`src/rtl/jtgng_sdram_arb.sv`:
```
// jtgng_sdram_arb: fixed-priority read arbiter with a one-line cache per ROM slot,
// sitting between four ROM consumers and the SDRAM controller read port.
module jtgng_sdram_arb #(
  parameter int AW      = 22,
  parameter int TIMEOUT = 63
) (
  input  logic            clk,
  input  logic            rst,
  input  logic            downloading,
  input  logic [3:0]      slot_cs,
  input  logic [4*AW-1:0] slot_addr,
  output logic [3:0]      slot_ok,
  output logic [4*32-1:0] slot_dout,
  output logic [AW-1:0]   sdram_addr,
  output logic            read_req,
  output logic            read_sync,
  input  logic            sdram_ack,
  input  logic            data_rdy,
  input  logic [31:0]     data_read
);

  localparam int CW = $clog2(TIMEOUT + 1);

  typedef enum logic [1:0] {IDLE, WAIT_ACK, WAIT_DATA} state_t;

  state_t        state_q, state_d;
  logic [CW-1:0] cnt_q, cnt_d;
  logic [1:0]    sel_q, sel_d;
  logic [AW-1:0] sdramAddr_q, sdramAddr_d;
  logic          readReq_q, readReq_d;
  logic          readSync_q, readSync_d;
  logic [AW-1:0] cachedAddr_q [4];
  logic [AW-1:0] cachedAddr_d [4];
  logic [31:0]   cachedData_q [4];
  logic [31:0]   cachedData_d [4];
  logic [3:0]    valid_q, valid_d;

  logic [3:0]    slotOk;
  logic [3:0]    miss;
  logic          anyMiss;
  logic [1:0]    missSel;
  logic [AW-1:0] missAddr;
  logic          timeoutHit;

  // Hit/miss per slot: a slot is served when its cached line matches the current address
  always_comb begin
    slotOk = '0;
    miss   = '0;
    for (int n = 0; n < 4; n++) begin
      slotOk[n] = slot_cs[n] & valid_q[n] & (slot_addr[n*AW +: AW] == cachedAddr_q[n]);
      miss[n]   = slot_cs[n] & ~slotOk[n] & ~downloading;
    end
  end

  // Fixed priority pick of the lowest-numbered missing slot and its address
  always_comb begin
    missSel  = '0;
    missAddr = '0;
    for (int n = 3; n >= 0; n--) begin
      if (miss[n]) begin
        missSel  = 2'(n);
        missAddr = slot_addr[n*AW +: AW];
      end
    end
  end

  assign anyMiss    = |miss;
  assign timeoutHit = (cnt_q == CW'(TIMEOUT - 1));

  // State register
  always_ff @(posedge clk or posedge rst) begin
    if (rst) state_q <= IDLE;
    else     state_q <= state_d;
  end

  // Next-state logic; a download forces the machine back to IDLE and ignores the controller
  always_comb begin
    state_d = state_q;
    if (downloading) begin
      state_d = IDLE;
    end else begin
      case (state_q)
        IDLE:      if (anyMiss) state_d = WAIT_ACK;
        WAIT_ACK:  if (timeoutHit) state_d = IDLE;
                   else if (sdram_ack) state_d = WAIT_DATA;
        WAIT_DATA: if (data_rdy || timeoutHit) state_d = IDLE;
        default:   state_d = IDLE;
      endcase
    end
  end

  // Datapath next values: request issue, timeout counting and cache fill
  always_comb begin
    cnt_d        = cnt_q;
    sel_d        = sel_q;
    sdramAddr_d  = sdramAddr_q;
    readReq_d    = readReq_q;
    readSync_d   = readSync_q;
    cachedAddr_d = cachedAddr_q;
    cachedData_d = cachedData_q;
    valid_d      = valid_q;
    if (downloading) begin
      readReq_d = 1'b0;
      valid_d   = '0;
    end else begin
      case (state_q)
        IDLE: begin
          if (anyMiss) begin
            sdramAddr_d = missAddr;
            sel_d       = missSel;
            readSync_d  = ~readSync_q;
            readReq_d   = 1'b1;
            cnt_d       = '0;
          end else begin
            readReq_d = 1'b0;
          end
        end
        WAIT_ACK: begin
          if (timeoutHit) readReq_d = 1'b0;
          else            cnt_d     = cnt_q + CW'(1);
        end
        WAIT_DATA: begin
          if (data_rdy) begin
            cachedData_d[sel_q] = data_read;
            cachedAddr_d[sel_q] = sdramAddr_q;
            valid_d[sel_q]      = 1'b1;
            readReq_d           = 1'b0;
          end else if (timeoutHit) begin
            readReq_d = 1'b0;
          end else begin
            cnt_d = cnt_q + CW'(1);
          end
        end
        default: readReq_d = 1'b0;
      endcase
    end
  end

  // Datapath and cache registers
  always_ff @(posedge clk or posedge rst) begin
    if (rst) begin
      cnt_q       <= '0;
      sel_q       <= '0;
      sdramAddr_q <= '0;
      readReq_q   <= 1'b0;
      readSync_q  <= 1'b0;
      valid_q     <= '0;
      for (int n = 0; n < 4; n++) begin
        cachedAddr_q[n] <= '0;
        cachedData_q[n] <= '0;
      end
    end else begin
      cnt_q        <= cnt_d;
      sel_q        <= sel_d;
      sdramAddr_q  <= sdramAddr_d;
      readReq_q    <= readReq_d;
      readSync_q   <= readSync_d;
      valid_q      <= valid_d;
      cachedAddr_q <= cachedAddr_d;
      cachedData_q <= cachedData_d;
    end
  end

  // Output packing of the cached lines
  always_comb begin
    slot_dout = '0;
    for (int n = 0; n < 4; n++) slot_dout[n*32 +: 32] = cachedData_q[n];
  end

  assign slot_ok    = slotOk;
  assign sdram_addr = sdramAddr_q;
  assign read_req   = readReq_q;
  assign read_sync  = readSync_q;

endmodule

```
`config.mk`:
```
export PLATFORM = sky130hd
export DESIGN_NAME = jtgng_sdram_arb
export DESIGN_NICKNAME = d
export VERILOG_FILES = /design/src/rtl/jtgng_sdram_arb.sv
export SDC_FILE = /design/constraint.sdc
export NUM_CORES = 1
export LEC_CHECK = 0
export CORE_ASPECT_RATIO = 0.7
export CORE_UTILIZATION = 50
export DETAILED_ROUTE_END_ITERATION = 10
export GPL_ROUTABILITY_DRIVEN = 1
export HOLD_SLACK_MARGIN = 0.15
export PLACE_DENSITY = 0.81
export SYNTH_ARGS = -nofsm -noshare
export SYNTH_HDL_FRONTEND = slang
export SYNTH_SLANG_ARGS = --single-unit
```
`constraint.sdc`:
```
create_clock -name clk -period 8.4 [get_ports clk]
set_input_delay 0.84 -clock clk [delete_from_list [all_inputs] [get_ports clk]]
set_output_delay 0.84 -clock clk [all_outputs]
set_load 0.03 [all_outputs]
```
==> metrics.md, run 1 <==
| Metric | Value |
|---|---|
| Outcome | `finished, final reports clean` |
| Vias in the first global route | `8,534` |
| GPL Wtd Cong | `0.891` |
| Area grow syn2layout | `34.5%` |
| Clock H-tree levels | `1` |
| Num rows | `45` |
| Area of the mapped netlist | `11,300 um2` |
| Leak pwr | `6.93 nW` |
| Post-synthesis cell count | `851` |
| Cell variety after synth | `44` |
| Largest net degree at the start of global routing | `130` |
| Slowest cell on the critical path | `clkdlybuf4s50_1` |
| Vias | `8,456` |
| Unrepaired setup endpoints after global routing | `no` |
| Starting density of the core | `51.6%` |
| Crit Path Max Fanout | `3` |
| Fin. max-slew vios | `0` |
| Hold Fails Final Rpt | `0` |
| CTS sink cnt | `254` |
| Number of synthesized flops with an enable pin | `0` |
| Stages on the worst setup path | `6` |
| Worst hold slack | `0.498 ns` |
| Min-Delay Path Class | `reg2reg` |
| Synth top area share | `56.1%` |
| Global-route wire length before repair | `50,800 um` |
| Die W | `182 um` |
| DRT antenna net count | `0` |
| Total Nets Final | `1,267` |
| Residual DRC | `0` |
| Clock skew | `0.0190 ns` |
| Post-synthesis sequential area ratio | `56.1%` |
| Pwr dens | `320 nW/um2` |
| Slowest cell delay on critical path | `0.74 ns` |
| Most frequent cell after synthesis | `dfrtp_1` |
| Max-cap violations | `0` |
| Initial DRT Pass Iterations | `7` |
| Most common library cells after synthesis | `dfrtp_1, mux2_2, xor2_1, nand2_1, clkbuf_1` |
| CTS tree | `built` |
| Gr usage total | `28.7%` |
| CTS Hold Bufs | `0` |
| Peak supply drop | `0.220 mV` |
| CP required | `7.56 ns` |
| Total negative setup slack | `0 ns` |
| Via-per-instance ratio | `5.92` |
| Post-Layout Cell Count | `1,428` |
| Yosys Warn Count | `0` |
| CTS max path bufs | `3` |
| Iter 0 DRT Violations | `842` |
| Clock slew at reported path FFs | `0.06 ns` |
| Critical path, cell by cell | `clkdlybuf4s50_1 -> xor2_1 -> nor4_1 -> nand4_1 -> nor4_1 -> clkdlybuf4s50_1` |
| Avg WL per Cell | `23.4 um` |
| Initial antenna violation count | `1` |
| Rel. slew slack | `12.3%` |
| Num CTS Buffers | `25` |
| Worst skew pair latency | `0.53 ns` |
| Crit. End Element | `primary output` |
| Post-Syn Nets | `987` |
| Min Tclk post-route | `4.11 ns` |
| Crit-path leading delay family | `buffers and inverters` |
| Critical Path Source Type | `input pin` |
| Critical path data arrival time | `3.27 ns` |
| Core Area | `22,000 um2` |
| Final-report setup violation count | `0` |
| Final period util | `49.0%` |
| Share of cells above drive strength 1 | `24.1%` |
| Tightest Pin Transition | `1.31 ns` |
| WL final | `33,400 um` |
| # port buffers | `284` |
| Die Y | `128 um` |
| Flop2flop setup slack | `4.90 ns` |
| FF-to-FF path depth | `7` |
| FFs w/ async S/R, synth | `100%` |
| DP Cell Count | `1,386` |
| Die area | `23,300 um2` |
| Syn avg cell area | `13.3 um2` |
| Synth top area cells | `dfrtp_1, mux2_2, xor2_1` |
| Largest area contributor in the netlist | `dfrtp_1` |
| Synth Register Bits | `254` |
| GRT overflow | `0` |
| # Post-CTS Setup Buffers | `0` |
| Top FF cell, synth | `dfrtp_1` |
| Top Ports | `285` |
| Hold Path Cell Cnt | `1` |
| Buf+Inv Stages, Crit Path | `2` |
| Clk root buf | `clkbuf_16` |
| Hpwl dp | `22,700 um` |
| Critical path type | `in2out` |
| CTS resizes | `0` |
| Highest Clock Rate | `243 MHz` |
## state kept, by name, summed over array words and instances, names as in the netlist
name          cells
slot_dout       128
cachedAddr_q     88
sdram_addr       22
cnt_q             6
valid_q           4
sel_q             2
state_q           2
read_req          1
read_sync         1
## layout by cell type (no fill, tap or decap), types with 2 or more instances in the layout
cell	n
buf_4	10
ha_1	7
clkinv_2	5
and3_1	3
a21o_1	2
xor2_1	56
dfrtp_1	254
nor3_1	29
nor3b_1	3
inv_1	12
o21ai_0	5
nand2_1	37
clkdlybuf4s50_1	284
a221oi_1	22
mux2i_1	2
nand3_1	11
clkbuf_1	6
nor2b_1	6
nand3_4	2
nor4_2	2
xnor2_1	33
o211ai_1	10
o41ai_1	22
clkbuf_8	2
nor2_1	27
nor4_1	13
clkbuf_16	25
or4_1	4
mux2_2	217
nand4_1	11
## layer usage
layer | track usage [%] | wire length, um | share of wire, %
met5 | 0 | 0 | 0
met4 | 6.97 | 806 | 2.4
met3 | 7.67 | 3580 | 11
met2 | 44.1 | 14800 | 44
met1 | 40.8 | 14200 | 43
## path summary, 6_finish.rpt
check,from,to
max,slot_addr[5],slot_ok[0]
min,valid_q[2],valid_q[2]
max reg2reg,cachedAddr_q[28],sdram_addr[7]
min reg2reg,valid_q[2],valid_q[2]
max in group asynchronous,rst,cachedAddr_q[30]
min in group asynchronous,rst,slot_dout[78]
## logic make-up (layout without fill, tap and decap cells)
kind of cell / after synthesis / in the layout / synth area share [%]
DFF: 254 / 254 / 56.1
and+or+nand+nor: 155 / 155 / 7.03
AOI/OAI and AO/OA: 73 / 73 / 5.60
muxes: 219 / 219 / 21.7
adders and majority gates: 7 / 7 / 0.773
xor gates and xnor gates: 89 / 89 / 6.88
buffers and inverters: 54 / 348 / 1.93
other: 0 / 1 / 0
## metrics by stage
step	total power, mW	utilization [%]	setup WS, ns	cell area [um2]
6_report	4.87	69.4	4.29	15200
3_5_place_dp	3.82	66.0	4.07	14500
4_1_cts	4.89	69.4	4.34	15200
5_1_grt	5.08	69.4	4.18	15200
3_3_place_gp	3.76	66.0	4.15	14500
2_1_floorplan	2.98	-	0.575	11300
## final cells by class
| type | instances | area (um2) |
|---|---|---|
| fill | 1582 | 6720 |
| sequential | 254 | 6360 |
| multi-input combinational | 543 | 4810 |
| timing repair buffer | 294 | 2920 |
| clock buffer | 33 | 676 |
| tap | 282 | 353 |
| clock inverter | 8 | 71.3 |
| inverter | 13 | 56.3 |
| antenna | 1 | 2.50 |
## power by group
group	leakage, nW	switching [mW]	total [mW]	internal (mW)
logic	3.15	1.04	1.91	0.867
clock network	0.368	0.463	1.06	0.593
registers	3.41	0.300	1.91	1.61
total	6.93	1.81	4.87	3.07
Power figures use the tool's default switching activity.
==> inputs of run 2 (changes only) <==
--- a/config.mk
+++ b/config.mk
@@ -6,11 +6,11 @@
 export NUM_CORES = 1
 export LEC_CHECK = 0
 export CORE_ASPECT_RATIO = 0.7
-export CORE_UTILIZATION = 50
+export CORE_UTILIZATION = 45
 export DETAILED_ROUTE_END_ITERATION = 10
 export GPL_ROUTABILITY_DRIVEN = 1
 export HOLD_SLACK_MARGIN = 0.15
-export PLACE_DENSITY = 0.81
+export PLACE_DENSITY = 0.77
 export SYNTH_ARGS = -nofsm -noshare
 export SYNTH_HDL_FRONTEND = slang
 export SYNTH_SLANG_ARGS = --single-unit
==> constraint.sdc (replaced) <==
create_clock -name clk -period 3.6 [get_ports clk]
set_input_delay 0.36 -clock clk [delete_from_list [all_inputs] [get_ports clk]]
set_output_delay 0.36 -clock clk [all_outputs]
set_load 0.03 [all_outputs]
==> run 2 against run 1 <==
Compared with the run above:
- final cell count up 4.6%
- clock skew down 0.0068 ns
- wire length up 0.44%
- sequential share of layout area down 1.0 points
- clock-buffer cell count up 1
- first-iteration DRC count down 27%
- via count down 1.3%
- combinational power up 140%
==> metrics.md, run 2 (synthesis results as in run 1) <==
| Metric | Value |
|---|---|
| Clk root buf | `clkbuf_16` |
| # port buffers | `284` |
| Num CTS Buffers | `26` |
| Critical path data arrival time | `2.96 ns` |
| Initial DRT Pass Iterations | `5` |
| Avg WL per Cell | `22.5 um` |
| Final Power | `11.7 mW` |
| Largest net degree at the start of global routing | `69` |
| Outcome | `finished, final reports clean` |
| Clock H-tree levels | `1` |
| CP required | `3.24 ns` |
| Global-route wire length before repair | `51,200 um` |
| Leak pwr | `7.10 nW` |
| Vias in the first global route | `8,807` |
| Residual DRC | `0` |
| DRT antenna net count | `0` |
| Number of flip-flops under the largest register name | `128` |
| Clock skew | `0.0122 ns` |
| CTS sink cnt | `254` |
| Die Y | `135 um` |
| Min-Delay Path Class | `in2async` |
| Critical path, cell by cell | `xor2_1 -> nor4_1 -> nand4_1 -> nor3_1 -> clkdlybuf4s50_1` |
| CTS Hold Bufs | `0` |
| Hpwl dp | `23,900 um` |
| Die W | `192 um` |
| Starting density of the core | `45.9%` |
| Die area | `25,800 um2` |
| Num rows | `48` |
| Worst hold slack | `0.322 ns` |
| Total negative setup slack | `0 ns` |
| Max-cap violations | `0` |
| Commonest non-fill, non-tap cell in the layout | `clkdlybuf4s50_1` |
| Top Ports | `285` |
| Core Util, Final | `63.3%` |
| Critical path type | `reg2out` |
| CTS max path bufs | `3` |
| Post-Layout Cell Count | `1,493` |
| DP Cell Count | `1,449` |
| CTS resizes | `0` |
| Vias | `8,345` |
| Total Nets Final | `1,288` |
| Fin. max-slew vios | `0` |
| Gr usage total | `26.0%` |
| Commonest non-fill, non-tap cells in the layout | `clkdlybuf4s50_1, dfrtp_1, mux2_2` |
| Slowest cell delay on critical path | `0.76 ns` |
| Critical Path Source Type | `flip-flop` |
| WL final | `33,500 um` |
| Pwr dens | `749 nW/um2` |
| Worst skew pair latency | `0.52 ns` |
| Rel. slew slack | `40.7%` |
| Share of cells above drive strength 1 | `25.8%` |
| Tightest Pin Transition | `0.890 ns` |
| Highest Clock Rate | `301 MHz` |
| Unrepaired setup endpoints after global routing | `no` |
| Clock slew at reported path FFs | `0.06 ns` |
| Area grow syn2layout | `37.8%` |
| Final period util | `92.3%` |
| Via-per-instance ratio | `5.59` |
| Iter 0 DRT Violations | `613` |
| Core Area | `24,700 um2` |
| Crit. End Element | `primary output` |
| CTS tree | `built` |
| GPL Wtd Cong | `0.944` |
| Final-report setup violation count | `0` |
| Peak supply drop | `0.580 mV` |
| Initial antenna violation count | `1` |
| Hold Fails Final Rpt | `0` |
| Crit Path Max Fanout | `2` |
| GRT overflow | `0` |
| # Post-CTS Setup Buffers | `0` |
| Min Tclk post-route | `3.32 ns` |
| Slowest cell on the critical path | `clkdlybuf4s50_1` |
[run 2: worst paths after layout]
check	cells past startpoint	start	slack (ns)	to
hold / removal	2	rst	0.32	slot_dout[110]
setup / recovery	5	cachedAddr_q[6]	0.28	slot_ok[3]
hold reg to reg	1	valid_q[0]	0.50	valid_q[0]
setup reg to reg	8	cachedAddr_q[49]	0.60	sdram_addr[12]
min in group clk	1	valid_q[0]	0.50	valid_q[0]
max in group asynchronous	3	rst	2.42	slot_dout[91]
[run 2: where the power goes]
group	switching, mW	internal, mW	leakage [nW]	total, mW
clock network	1.10	1.65	0.431	2.76
logic	2.44	2.06	3.26	4.51
registers	0.698	3.75	3.41	4.45
[run 2: layout make-up]
class | instances | area (um2)
inverter | 13 | 52.6
tap | 325 | 407
timing repair buffer | 314 | 3130
antenna | 1 | 2.50
clock inverter | 9 | 124
clock buffer | 34 | 742
multi-input combinational | 543 | 4810
sequential | 254 | 6360
fill | 1885 | 9060
[run 2: layer usage]
metal / track usage (%) / up-vias / routed length [um]
li1: - / 3697 / -
met1: 35.1 / 4181 / 13800
met2: 39.5 / 406 / 15000
met3: 9.64 / 61 / 3910
met4: 6.92 / 0 / 738
met5: 0 / - / 0
[run 2: critical path, delay by kind of cell, from the launching register on]
family | cells | cell delay, ns
and+or+nand+nor | 3 | 1.12
buffers and inverters | 1 | 0.76
DFF | 1 | 0.39
xor gates and xnor gates | 1 | 0.17
[run 2: through the flow]
stage / setup slack, ns / area, um2
after floorplan: -0.104 / 11300
after detailed placement: 0.137 / 14800
final: 0.278 / 15600
after global routing: 0.160 / 15600
after global placement: 0.172 / 14800
after CTS: 0.372 / 15600
